==> config.mk <==
export PLATFORM = sky130hd
export DESIGN_NAME = multicycle_controller
export DESIGN_NICKNAME = d
export VERILOG_FILES = /design/src/rtl/arm_ctrl_pkg.sv /design/src/rtl/cond_unit.sv /design/src/rtl/multicycle_controller.sv
export SDC_FILE = /design/constraint.sdc
export NUM_CORES = 1
export LEC_CHECK = 0
export ABC_AREA = 1
export BUFFER_PORTS_ARGS = -buffer_cell sky130_fd_sc_hd__buf_4
export CORE_MARGIN = 2
export CORE_UTILIZATION = 46
export CTS_CLUSTER_DIAMETER = 150
export DETAILED_ROUTE_END_ITERATION = 16
export GPL_TIMING_DRIVEN = 0
export PLACE_DENSITY = 0.84
export SETUP_SLACK_MARGIN = 0.05
export SYNTH_ARGS = -nofsm -noshare
export SYNTH_HDL_FRONTEND = slang
export SYNTH_SLANG_ARGS = --single-unit
==> constraint.sdc <==
create_clock -name clk -period 3.1 [get_ports clk]
set_clock_uncertainty 0.2 [all_clocks]
set_input_delay 0.62 -clock clk [delete_from_list [all_inputs] [get_ports clk]]
set_output_delay 0.62 -clock clk [all_outputs]
set_load 0.05 [all_outputs]
==> src/rtl/arm_ctrl_pkg.sv <==
// Shared encodings for the multicycle ARM control unit: FSM states, datapath
// select codes, instruction field values and the condition-code evaluator.
package arm_ctrl_pkg;

    typedef enum logic [3:0] {
        S_FETCH,
        S_DECODE,
        S_MEMADR,
        S_MEMRD,
        S_MEMWB,
        S_MEMWR,
        S_EXECR,
        S_EXECI,
        S_ALUWB,
        S_BRANCH,
        S_UNKNOWN
    } state_t;

    localparam logic [1:0] ALU_ADD = 2'b00;
    localparam logic [1:0] ALU_SUB = 2'b01;
    localparam logic [1:0] ALU_AND = 2'b10;
    localparam logic [1:0] ALU_ORR = 2'b11;

    localparam logic [1:0] SRCB_REG = 2'b00;
    localparam logic [1:0] SRCB_IMM = 2'b01;
    localparam logic [1:0] SRCB_4   = 2'b10;

    localparam logic [1:0] RES_ALUOUT = 2'b00;
    localparam logic [1:0] RES_DATA   = 2'b01;
    localparam logic [1:0] RES_SHOUT  = 2'b10;

    localparam logic [1:0] IMM_ROT8  = 2'b00;
    localparam logic [1:0] IMM_12    = 2'b01;
    localparam logic [1:0] IMM_BR24  = 2'b10;

    localparam logic [1:0] OP_DP  = 2'b00;
    localparam logic [1:0] OP_MEM = 2'b01;
    localparam logic [1:0] OP_BR  = 2'b10;

    localparam logic [3:0] CMD_AND = 4'b0000;
    localparam logic [3:0] CMD_SUB = 4'b0010;
    localparam logic [3:0] CMD_ADD = 4'b0100;
    localparam logic [3:0] CMD_CMP = 4'b1010;
    localparam logic [3:0] CMD_ORR = 4'b1100;
    localparam logic [3:0] CMD_MOV = 4'b1101;

    localparam logic [3:0] COND_EQ = 4'b0000;
    localparam logic [3:0] COND_NE = 4'b0001;
    localparam logic [3:0] COND_CS = 4'b0010;
    localparam logic [3:0] COND_CC = 4'b0011;
    localparam logic [3:0] COND_MI = 4'b0100;
    localparam logic [3:0] COND_PL = 4'b0101;
    localparam logic [3:0] COND_VS = 4'b0110;
    localparam logic [3:0] COND_VC = 4'b0111;
    localparam logic [3:0] COND_HI = 4'b1000;
    localparam logic [3:0] COND_LS = 4'b1001;
    localparam logic [3:0] COND_GE = 4'b1010;
    localparam logic [3:0] COND_LT = 4'b1011;
    localparam logic [3:0] COND_GT = 4'b1100;
    localparam logic [3:0] COND_LE = 4'b1101;
    localparam logic [3:0] COND_AL = 4'b1110;

    // nzcv is ordered {N, Z, C, V}; the reserved 1111 code never executes.
    function automatic logic cond_eval(input logic [3:0] cond, input logic [3:0] nzcv);
        logic n, z, c, v, r;
        {n, z, c, v} = nzcv;
        case (cond)
            COND_EQ: r = z;
            COND_NE: r = ~z;
            COND_CS: r = c;
            COND_CC: r = ~c;
            COND_MI: r = n;
            COND_PL: r = ~n;
            COND_VS: r = v;
            COND_VC: r = ~v;
            COND_HI: r = c & ~z;
            COND_LS: r = ~c | z;
            COND_GE: r = (n == v);
            COND_LT: r = (n != v);
            COND_GT: r = ~z & (n == v);
            COND_LE: r = z | (n != v);
            COND_AL: r = 1'b1;
            default: r = 1'b0;
        endcase
        return r;
    endfunction

endpackage

==> src/rtl/cond_unit.sv <==
// NZCV flag register plus the per-instruction condition result, latched in
// DECODE and held until the next DECODE.
module cond_unit
    import arm_ctrl_pkg::*;
#(
    parameter logic [3:0] FLAGS_RST = 4'b0000
) (
    input  logic       clk,
    input  logic       rst_ni,
    input  logic [3:0] cond_i,
    input  logic [3:0] alu_flags_i,
    input  logic       cond_load_i,
    input  logic       nz_we_i,
    input  logic       cv_we_i,
    output logic       cond_o
);

    logic [3:0] flags_q;
    logic       cond_q;

    always_ff @(posedge clk or negedge rst_ni) begin
        if (!rst_ni) begin
            flags_q <= FLAGS_RST;
            cond_q  <= 1'b0;
        end else begin
            if (cond_load_i) begin
                cond_q <= cond_eval(cond_i, flags_q);
            end
            if (nz_we_i) begin
                flags_q[3:2] <= alu_flags_i[3:2];
            end
            if (cv_we_i) begin
                flags_q[1:0] <= alu_flags_i[1:0];
            end
        end
    end

    assign cond_o = cond_q;

endmodule

==> src/rtl/multicycle_controller.sv <==
// Multicycle ARM control unit: main FSM, instruction/ALU decode and Moore
// output decode for every datapath select and enable.
module multicycle_controller
    import arm_ctrl_pkg::*;
#(
    parameter logic [3:0] FLAGS_RST = 4'b0000
) (
    input  logic        clk,
    input  logic        reset,
    input  logic [31:0] Instr,
    input  logic [3:0]  ALUFlags,
    output logic [1:0]  RegSrc,
    output logic        RegWrite,
    output logic [1:0]  ImmSrc,
    output logic        ALUSrcA,
    output logic [1:0]  ALUSrcB,
    output logic [1:0]  ALUControl,
    output logic        AdrSrc,
    output logic        PCWrite,
    output logic        IRWrite,
    output logic        MemWrite,
    output logic [1:0]  ResultSrc,
    output logic        Shift,
    output logic        Retire,
    output logic        Undef
);

    state_t     state_q;
    logic [1:0] op;
    logic [3:0] cmd;
    logic       s_bit;
    logic       rd_is_pc;
    logic       cond_q;

    logic       dp_valid;
    logic [1:0] dp_alu;
    logic       no_write;
    logic       shift_op;
    logic       cv_op;
    logic [1:0] alu_dec;
    logic       in_exec;
    logic       flag_we;

    assign op       = Instr[27:26];
    assign cmd      = Instr[24:21];
    assign s_bit    = Instr[20];
    assign rd_is_pc = (Instr[15:12] == 4'hF);

    logic unused_instr_bits;
    assign unused_instr_bits = ^{Instr[19:16], Instr[11:0]};

    always_comb begin
        dp_valid = 1'b1;
        dp_alu   = ALU_ADD;
        no_write = 1'b0;
        shift_op = 1'b0;
        cv_op    = 1'b0;
        case (cmd)
            CMD_ADD: cv_op = 1'b1;
            CMD_SUB: begin dp_alu = ALU_SUB; cv_op = 1'b1; end
            CMD_AND: dp_alu = ALU_AND;
            CMD_ORR: dp_alu = ALU_ORR;
            CMD_CMP: begin dp_alu = ALU_SUB; no_write = 1'b1; cv_op = 1'b1; end
            CMD_MOV: shift_op = 1'b1;
            default: dp_valid = 1'b0;
        endcase
    end

    // Memory ops add or subtract the offset depending on the U bit.
    always_comb begin
        case (op)
            OP_MEM:  alu_dec = Instr[23] ? ALU_ADD : ALU_SUB;
            OP_DP:   alu_dec = dp_alu;
            default: alu_dec = ALU_ADD;
        endcase
    end

    always_ff @(posedge clk or negedge reset) begin
        if (!reset) begin
            state_q <= S_FETCH;
        end else begin
            case (state_q)
                S_FETCH:  state_q <= S_DECODE;
                S_DECODE: begin
                    case (op)
                        OP_MEM:  state_q <= S_MEMADR;
                        OP_DP:   state_q <= !dp_valid ? S_UNKNOWN :
                                            (Instr[25] ? S_EXECI : S_EXECR);
                        OP_BR:   state_q <= S_BRANCH;
                        default: state_q <= S_UNKNOWN;
                    endcase
                end
                S_MEMADR: state_q <= s_bit ? S_MEMRD : S_MEMWR;
                S_MEMRD:  state_q <= S_MEMWB;
                S_EXECR,
                S_EXECI:  state_q <= S_ALUWB;
                default:  state_q <= S_FETCH;
            endcase
        end
    end

    assign in_exec = (state_q == S_EXECR) || (state_q == S_EXECI);
    assign flag_we = in_exec && cond_q && (s_bit || (cmd == CMD_CMP));

    cond_unit #(
        .FLAGS_RST (FLAGS_RST)
    ) u_cond (
        .clk         (clk),
        .rst_ni      (reset),
        .cond_i      (Instr[31:28]),
        .alu_flags_i (ALUFlags),
        .cond_load_i (state_q == S_DECODE),
        .nz_we_i     (flag_we),
        .cv_we_i     (flag_we && cv_op),
        .cond_o      (cond_q)
    );

    // Decoded selects hold from DECODE onward so the datapath muxes stay put.
    always_comb begin
        RegSrc     = 2'b00;
        ImmSrc     = IMM_ROT8;
        ALUControl = ALU_ADD;
        RegWrite   = 1'b0;
        ALUSrcA    = 1'b0;
        ALUSrcB    = SRCB_REG;
        AdrSrc     = 1'b0;
        PCWrite    = 1'b0;
        IRWrite    = 1'b0;
        MemWrite   = 1'b0;
        ResultSrc  = RES_ALUOUT;
        Shift      = 1'b0;
        Retire     = 1'b0;
        Undef      = 1'b0;
        if (state_q != S_FETCH) begin
            RegSrc = {(op == OP_MEM) && !s_bit, op == OP_BR};
            ImmSrc = op;
        end
        if ((state_q != S_FETCH) && (state_q != S_DECODE)) begin
            ALUControl = alu_dec;
        end
        case (state_q)
            S_FETCH: begin
                IRWrite   = 1'b1;
                ALUSrcA   = 1'b1;
                ALUSrcB   = SRCB_4;
                ResultSrc = RES_SHOUT;
                PCWrite   = 1'b1;
            end
            S_DECODE: begin
                ALUSrcA   = 1'b1;
                ALUSrcB   = SRCB_4;
                ResultSrc = RES_SHOUT;
            end
            S_MEMADR: ALUSrcB = SRCB_IMM;
            S_MEMRD:  AdrSrc  = 1'b1;
            S_MEMWR: begin
                AdrSrc   = 1'b1;
                MemWrite = cond_q;
                Retire   = 1'b1;
            end
            S_MEMWB: begin
                ResultSrc = RES_DATA;
                RegWrite  = cond_q;
                PCWrite   = cond_q && rd_is_pc;
                Retire    = 1'b1;
            end
            S_EXECR:  Shift = shift_op;
            S_EXECI: begin
                ALUSrcB = SRCB_IMM;
                Shift   = shift_op;
            end
            S_ALUWB: begin
                RegWrite = cond_q && !no_write;
                PCWrite  = cond_q && !no_write && rd_is_pc;
                Retire   = 1'b1;
            end
            S_BRANCH: begin
                ALUSrcB   = SRCB_IMM;
                ResultSrc = RES_SHOUT;
                PCWrite   = cond_q;
                Retire    = 1'b1;
            end
            S_UNKNOWN: begin
                Undef  = 1'b1;
                Retire = 1'b1;
            end
            default: ;
        endcase
    end

endmodule
After elaboration in Yosys (flattened, before gate mapping)
Index checks and enable logic that the tools add are counted.
{ "classes": {"n_div": 0, "bitwise": 8, "n_mul": 0, "n_mux": 27, "add_sub_neg": 0, "magnitude_cmp": 0, "n_shift": 0, "eq_ne": 35, "n_reduce_logical": 26} }
{ "op_table": {"columns": ["cell", "n"], "rows": [
  ["equality test 4 bit, second input constant", 14],
  ["equality test 4 x 3 -> 1 bit, second input constant", 9],
  ["equality test 4 x 2 -> 1 bit, second input constant", 5],
  ["case mux 4 bit (5 select lines)", 1],
  ["case mux 1 bit (15 select lines)", 1],
  ["two-way mux 1 bit", 13],
  ["logical NOT 4 bit", 3],
  ["case mux 2 bit (2 select lines)", 3],
  ["case mux 4 bit (3 select lines)", 1],
  ["OR reduction 3 bit", 3],
  ["equality test 4 x 1 -> 1 bit, second input constant", 2],
  ["logical AND 1 bit", 8],
  ["OR reduction 2 bit", 4],
  ["two-way mux 2 bit", 3],
  ["case mux 2 bit (3 select lines)", 1],
  ["OR reduction 6 bit", 1],
  ["OR reduction 5 bit", 1],
  ["two-way mux 4 bit", 1],
  ["inequality test 4 x 1 -> 1 bit, second input constant", 1],
  ["NOT 1 bit", 4],
  ["case mux 1 bit (4 select lines)", 1],
  ["nonzero test 4 bit", 1],
  ["two-way mux 3 bit", 1],
  ["AND 1 bit", 2],
  ["other kinds (9)", 12]
]} }
{ "word_totals": {"n_memories": 0, "input_bits": 38, "register_bits": 9, "ram_bits": 0, "latchBits": 0, "mem_bits_ro": 0, "elab_cells": 100} }

Logic depth before layout (Yosys ltp)
{ "depth": {"ltp_word": 6, "depth_mapped": 11, "depth_no_buf": 11} }

Cells and area by module
A second synthesis with hierarchy kept.
{ "hier_totals": {"hier_cells": 176, "area_unflattened_um2": 988.4} }
{ "modules_own_cells": {"columns": ["mod", "area_per_inst_um2", "seq_area_each_um2", "cells_each", "n_inst"], "rows": [
  ["multicycle_controller", 578.1, 100.1, 105, 1],
  ["cond_unit", 410.4, 125.1, 71, 1]
]} }

Worst setup path after synthesis
No wires, ideal clock.
{ "synth_path": {"path_type": "input to output", "from": "input port Instr[22]", "to": "output port ALUControl[1]", "arrival_ps": 2421, "n_path_buf": 0, "setup_slack_ps": -141, "cell_stages": 5, "required_time_ps": 2280, "path_cell_list": "inv_1 -> nand2_2 -> nor3_1 -> nor2_1 -> nor4_1"} }
{ "synth_between": {"elab_chain_cells": 5} }
{ "synth_lines": {"columns": ["item", "line_no", "rtl"], "rows": [
  ["start: declaration", "multicycle_controller.sv:10", "input logic [31:0] Instr,"],
  ["equality test 4 bit or equality test 4 x 2 -> 1 bit (tied branches)", "multicycle_controller.sv:58", "case (cmd)"],
  ["OR reduction 2 bit (no source line)", null, null],
  ["case mux 2 bit (3 select lines) (*)", "multicycle_controller.sv:58", null],
  ["case mux 2 bit (2 select lines) (*)", "multicycle_controller.sv:71", "case (op)"],
  ["two-way mux 2 bit (*)", "multicycle_controller.sv:138", "if ((state_q != S_FETCH) && (state_q != S_DECODE)) begin"],
  ["end: declaration", "multicycle_controller.sv:17", "output logic [1:0] ALUControl,"]
]} }
Every way passes the cells marked *; elsewhere a longest branch is shown, timed or not.

Final worst setup path
{ "layout_path": {"from": "register state_q[1]", "to": "output port PCWrite"} }
{ "layout_between": {"elab_chain_cells": 2} }
{ "layout_lines": {"columns": ["item", "line_no", "rtl"], "rows": [
  ["start: declaration", "multicycle_controller.sv:28", "state_t state_q;"],
  ["start signal: assignment", "multicycle_controller.sv:87", "OP_DP: state_q <= !dp_valid ? S_UNKNOWN :"],
  ["start signal: assignment", "multicycle_controller.sv:93", "S_MEMADR: state_q <= s_bit ? S_MEMRD : S_MEMWR;"],
  ["equality test 4 bit (tied with other cells)", "multicycle_controller.sv:141", "case (state_q)"],
  ["case mux 1 bit (4 select lines) (*)", "multicycle_controller.sv:141", null],
  ["end: declaration", "multicycle_controller.sv:19", "output logic PCWrite,"]
]} }
Marks and branches as above.

==> results by stage <==
Worst hold path:
- In this run the worst hold path is classified as input port to register.
- The start point of the worst hold path is ALUFlags[1].
- The worst hold path stage count is 3.
- The end point of the most critical hold path is u_cond.flags_q[1].

Synth:
- Counting flops and latches in the post-synthesis netlist gives 9.
- By count the netlist is led by sky130_fd_sc_hd__nand2_1, sky130_fd_sc_hd__nor2_1, sky130_fd_sc_hd__inv_1.
- Counting flops with an async set or reset pin after synthesis yields a share of 1.00.
- The synthesized design contains 0 enable-type register cells.
- The most repeated cell in the gate-level netlist after synthesis is sky130_fd_sc_hd__nand2_1.
- The net count after synthesis is between 200 and 250.
- Sorting the synthesized cells by area gives the leading types as sky130_fd_sc_hd__dfrtp_1, sky130_fd_sc_hd__nand2_1, sky130_fd_sc_hd__nor2_1.
- The part of the Yosys area used for sequential elements is 0.238.
- The count of distinct cell types in the synthesized netlist is 23.
- The proportion of netlist area held by the largest area contributor is 0.238.
- After technology mapping, the gate count stands at about 160.
- The netlist area before placement is 947 um^2.
- The yosys synthesis warning count is 0.
- The average instance area after synthesis is 5.81 um^2.
- The primary flip-flop cell chosen by synthesis mapping is sky130_fd_sc_hd__dfrtp_1.
- Of all cell types, the one taking the most synthesized area is sky130_fd_sc_hd__dfrtp_1.

Critical path:
- For the worst setup path, the data required time is between 2000 and 2500 ps.
- The startpoint class of the critical path is a register.
- For flop-to-flop paths, the worst setup slack is 1620 ps.
- The worst register-to-register path begins at state_q[3].
- The logic depth of the worst register-to-register path is 5.
- The most critical setup path has its startpoint at state_q[1].
- For this run, the slowest stage of the critical path takes 370 ps.
- Along the worst path, the maximum fanout reaches 8.
- The critical path in this run is classified as register to primary output.
- In this run the critical register-to-register path is captured at state_q[0].
- The category of cells accounting for the largest share of critical-path delay is simple AND/OR/NAND/NOR gates.
- The number of buffers and inverters on the critical path is 3.
- The largest individual stage delay along the critical path comes from the cell sky130_fd_sc_hd__dfrtp_1.
- The capturing element type of the critical path is a primary output.
- The signal arrival time at the worst endpoint is between 1500 and 2000 ps.
- Traced cell by cell, the critical path runs through buf_6 > nor2_1 > inv_2 > nor2_4 > nor2_1 > a21oi_2 > buf_4.
- The most numerous cell type found on the critical path is sky130_fd_sc_hd__nor2_1.

Floorplanning:
- In this run the count of I/O pins placed on the die edge is 57.
- In this run the vertical extent of the chip is 49.4 um.
- The floorplan has 16 rows.
- The die area is ~0.0024 mm^2.
- The starting density of the core is 0.488.
- The total core area is 0.00194 mm^2.
- In this run the horizontal extent of the chip is 49.4 um.

STA:
- Setup violations remaining at the end of the flow were counted as 0.
- Once routing completed, OpenROAD measured the worst setup slack at 666 ps.
- The final hold violation count is 0.
- Of the available clock period, the critical path in the final layout requires 0.785.
- At the pin with the least slew margin, the transition time is 350 ps.
- The total count of max-transition violations in the final report is 0.
- In the final timing run, aggregate negative setup slack is 0 ps.
- Setup repair after global routing left no endpoint under its margin.
- Measured against its own limit, the worst slew margin works out to 0.766.
- The fmax is 0.411 GHz.
- The worst path needs 2430 ps of the cycle, external delays included.

Pwr:
- Internal power comes to between 0.4 and 0.5 mW.
- In this run the static leakage power is 0.748 nW.
- The share of total power dissipated in the clock network is 0.075.
- Summed over all nets, the switching power comes to between 0.7 and 0.8 mW.
- The portion of total power attributed to sequential cells is 0.159.
- Across the VDD grid, the largest voltage drop is 0.00101 V.
- The share of total power dissipated in combinational logic is 0.767.
- For this design the ratio of total power to cell area is ~900 mW/mm^2.
- Of the total power, the share spent switching nets is 0.611.

Final layout:
- The sequential cells in the finished layout cover a total of 225 um^2.
- The share of the core filled with cells in the final layout is 0.682.
- The net count of the finished layout is 247.
- The footprint of the multi-input gates is 612 um^2.
- The share of layout cells above drive strength 1 is 0.308.
- The number of antenna diodes in the final layout is 0.
- The layout has 201 filler cells.
- The area growth from synthesis to layout is 39.8%.

Detailed routing:
- The post-detailed-route count of antenna-violating nets is 0.
- The number of DRC violations after detailed-routing iteration 0 is 34.
- The routed via count divided by cell count is 4.80.
- The first TritonRoute pass finished after 4 iterations.
- In the final routed layout, each cell accounts on average for 10.6 um.
- The DRC violations left is 0.
- The final wirelength is 2490 um.
- The via count is 1128.

Clock tree:
- The clock passes through at most 2 buffers.
- The depth of the CTS H-tree is 1.
- Clock-pin slew was measured on the worst setup and hold paths at 60 ps.
- The cell chosen for the clock root is sky130_fd_sc_hd__clkbuf_4.
- The later pin in the worst-skew pair is clocked with a latency of around 260 ps.
- The total clock sinks is 9.
- The total CTS buffers is 3.
- The number of gates resized after CTS was 0.
- The post-CTS setup buffer count is 0.
- The number of buffers inserted for hold repair after clock tree synthesis is 1.
- TritonCTS built the clock tree.

Status:
- The flow ran to the end, and the final reports show no timing, DRC or antenna violations.

Placed design:
- The congestion estimate from routability-driven global placement came to 0.889.
- The port buffer count is 40.
- The pre-CTS worst setup slack is 760 ps.
- The detailed placement HPWL is 2150 um.

Global route:
- The number of antenna violations at the first check in global routing is 0.
- In the global route stage, overall resource usage came out at 0.231.
- The remaining global-route overflow is 0.
- The via count of the first global-routing pass is 1104.
- Entering global routing, the biggest net connects 10 pins.
- The global-route wire length before repair is 4490 um.

Job:
- The count of maximum capacitance violations is 0.
==> worst min-delay path: cells and delay by family <==
family,cells,cell delay (ps)
compound gates,1,60
buf+inv,1,80
simple gates,1,40
==> cell type report <==
type                       instances  area share
buffer                             1     0.00851
tap                               27      0.0255
multi-input combinational        125       0.462
inverter                          28      0.0794
clock buffer                       4      0.0198
sequential                         9       0.170
timing repair buffer              41       0.234
==> worst max-delay path by stage <==
stage               endpoint  slack (ps)  cells past startpoint
4_1_cts              PCWrite         660                      7
6_report             PCWrite         670                      7
2_1_floorplan  ALUControl[0]         380                      4
3_5_place_dp   ALUControl[1]         760                      7
3_3_place_gp   ALUControl[1]         800                      7
5_1_grt             RegWrite         490                      7
==> kinds of logic after synthesis <==
family	synth area share
AO/OA/AOI/OAI	0.114
buffers and inverters	0.123
flip-flops	0.238
AND/OR/NAND/NOR	0.526
==> state kept, by name, summed over array words and instances, names as in the netlist <==
signal	count
state_q	4
u_cond.flags_q	4
u_cond.cond_o	1
==> stage by stage <==
stage | total power, mW | area (um^2) | hold slack, ps | std cells
final | 1.20 | 1320 | 369 | 235
after global routing | 1.28 | 1320 | 383 | 235
after CTS | 1.20 | 1320 | 359 | 235
after detailed placement | 1.11 | 1290 | 246 | 230
after global placement | 1.10 | 1290 | 247 | 230
after floorplan | 0.859 | 953 | 124 | 163
==> layout by cell type (no fill, tap or decap), types with 2 or more instances in the layout <==
cell | netlist | routed
sky130_fd_sc_hd__nand3_1 | 8 | 8
sky130_fd_sc_hd__o21ai_1 | 3 | 3
sky130_fd_sc_hd__nand2_1 | 50 | 50
sky130_fd_sc_hd__dfrtp_1 | 9 | 9
sky130_fd_sc_hd__nor3_1 | 4 | 4
sky130_fd_sc_hd__inv_2 | 5 | 5
sky130_fd_sc_hd__nor2_1 | 30 | 30
sky130_fd_sc_hd__clkbuf_4 | 0 | 3
sky130_fd_sc_hd__nor2_2 | 2 | 2
sky130_fd_sc_hd__a21oi_2 | 2 | 2
sky130_fd_sc_hd__inv_1 | 23 | 23
sky130_fd_sc_hd__a21oi_1 | 6 | 6
sky130_fd_sc_hd__buf_4 | 0 | 40
sky130_fd_sc_hd__o21ai_0 | 3 | 3
sky130_fd_sc_hd__nand4_1 | 4 | 4
sky130_fd_sc_hd__nor2_4 | 5 | 5
==> per-layer routing <==
layer,global-route usage,wire (um),vias up
li1,-,-,606
met1,0.302,1160,504
met2,0.399,1280,18
met3,0.0276,56,0
met4,0.0694,0,0
met5,0,0,-
==> power groups by stage <==
stage	clock network (mW)	logic, mW	registers (mW)
finish	0.0891	0.917	0.190
detailed placement	0	0.914	0.192
global placement	0	0.907	0.190
floorplan	0	0.675	0.184
global route	0.101	0.986	0.196
CTS	0.0944	0.918	0.190
Power figures use the tool's default switching activity.
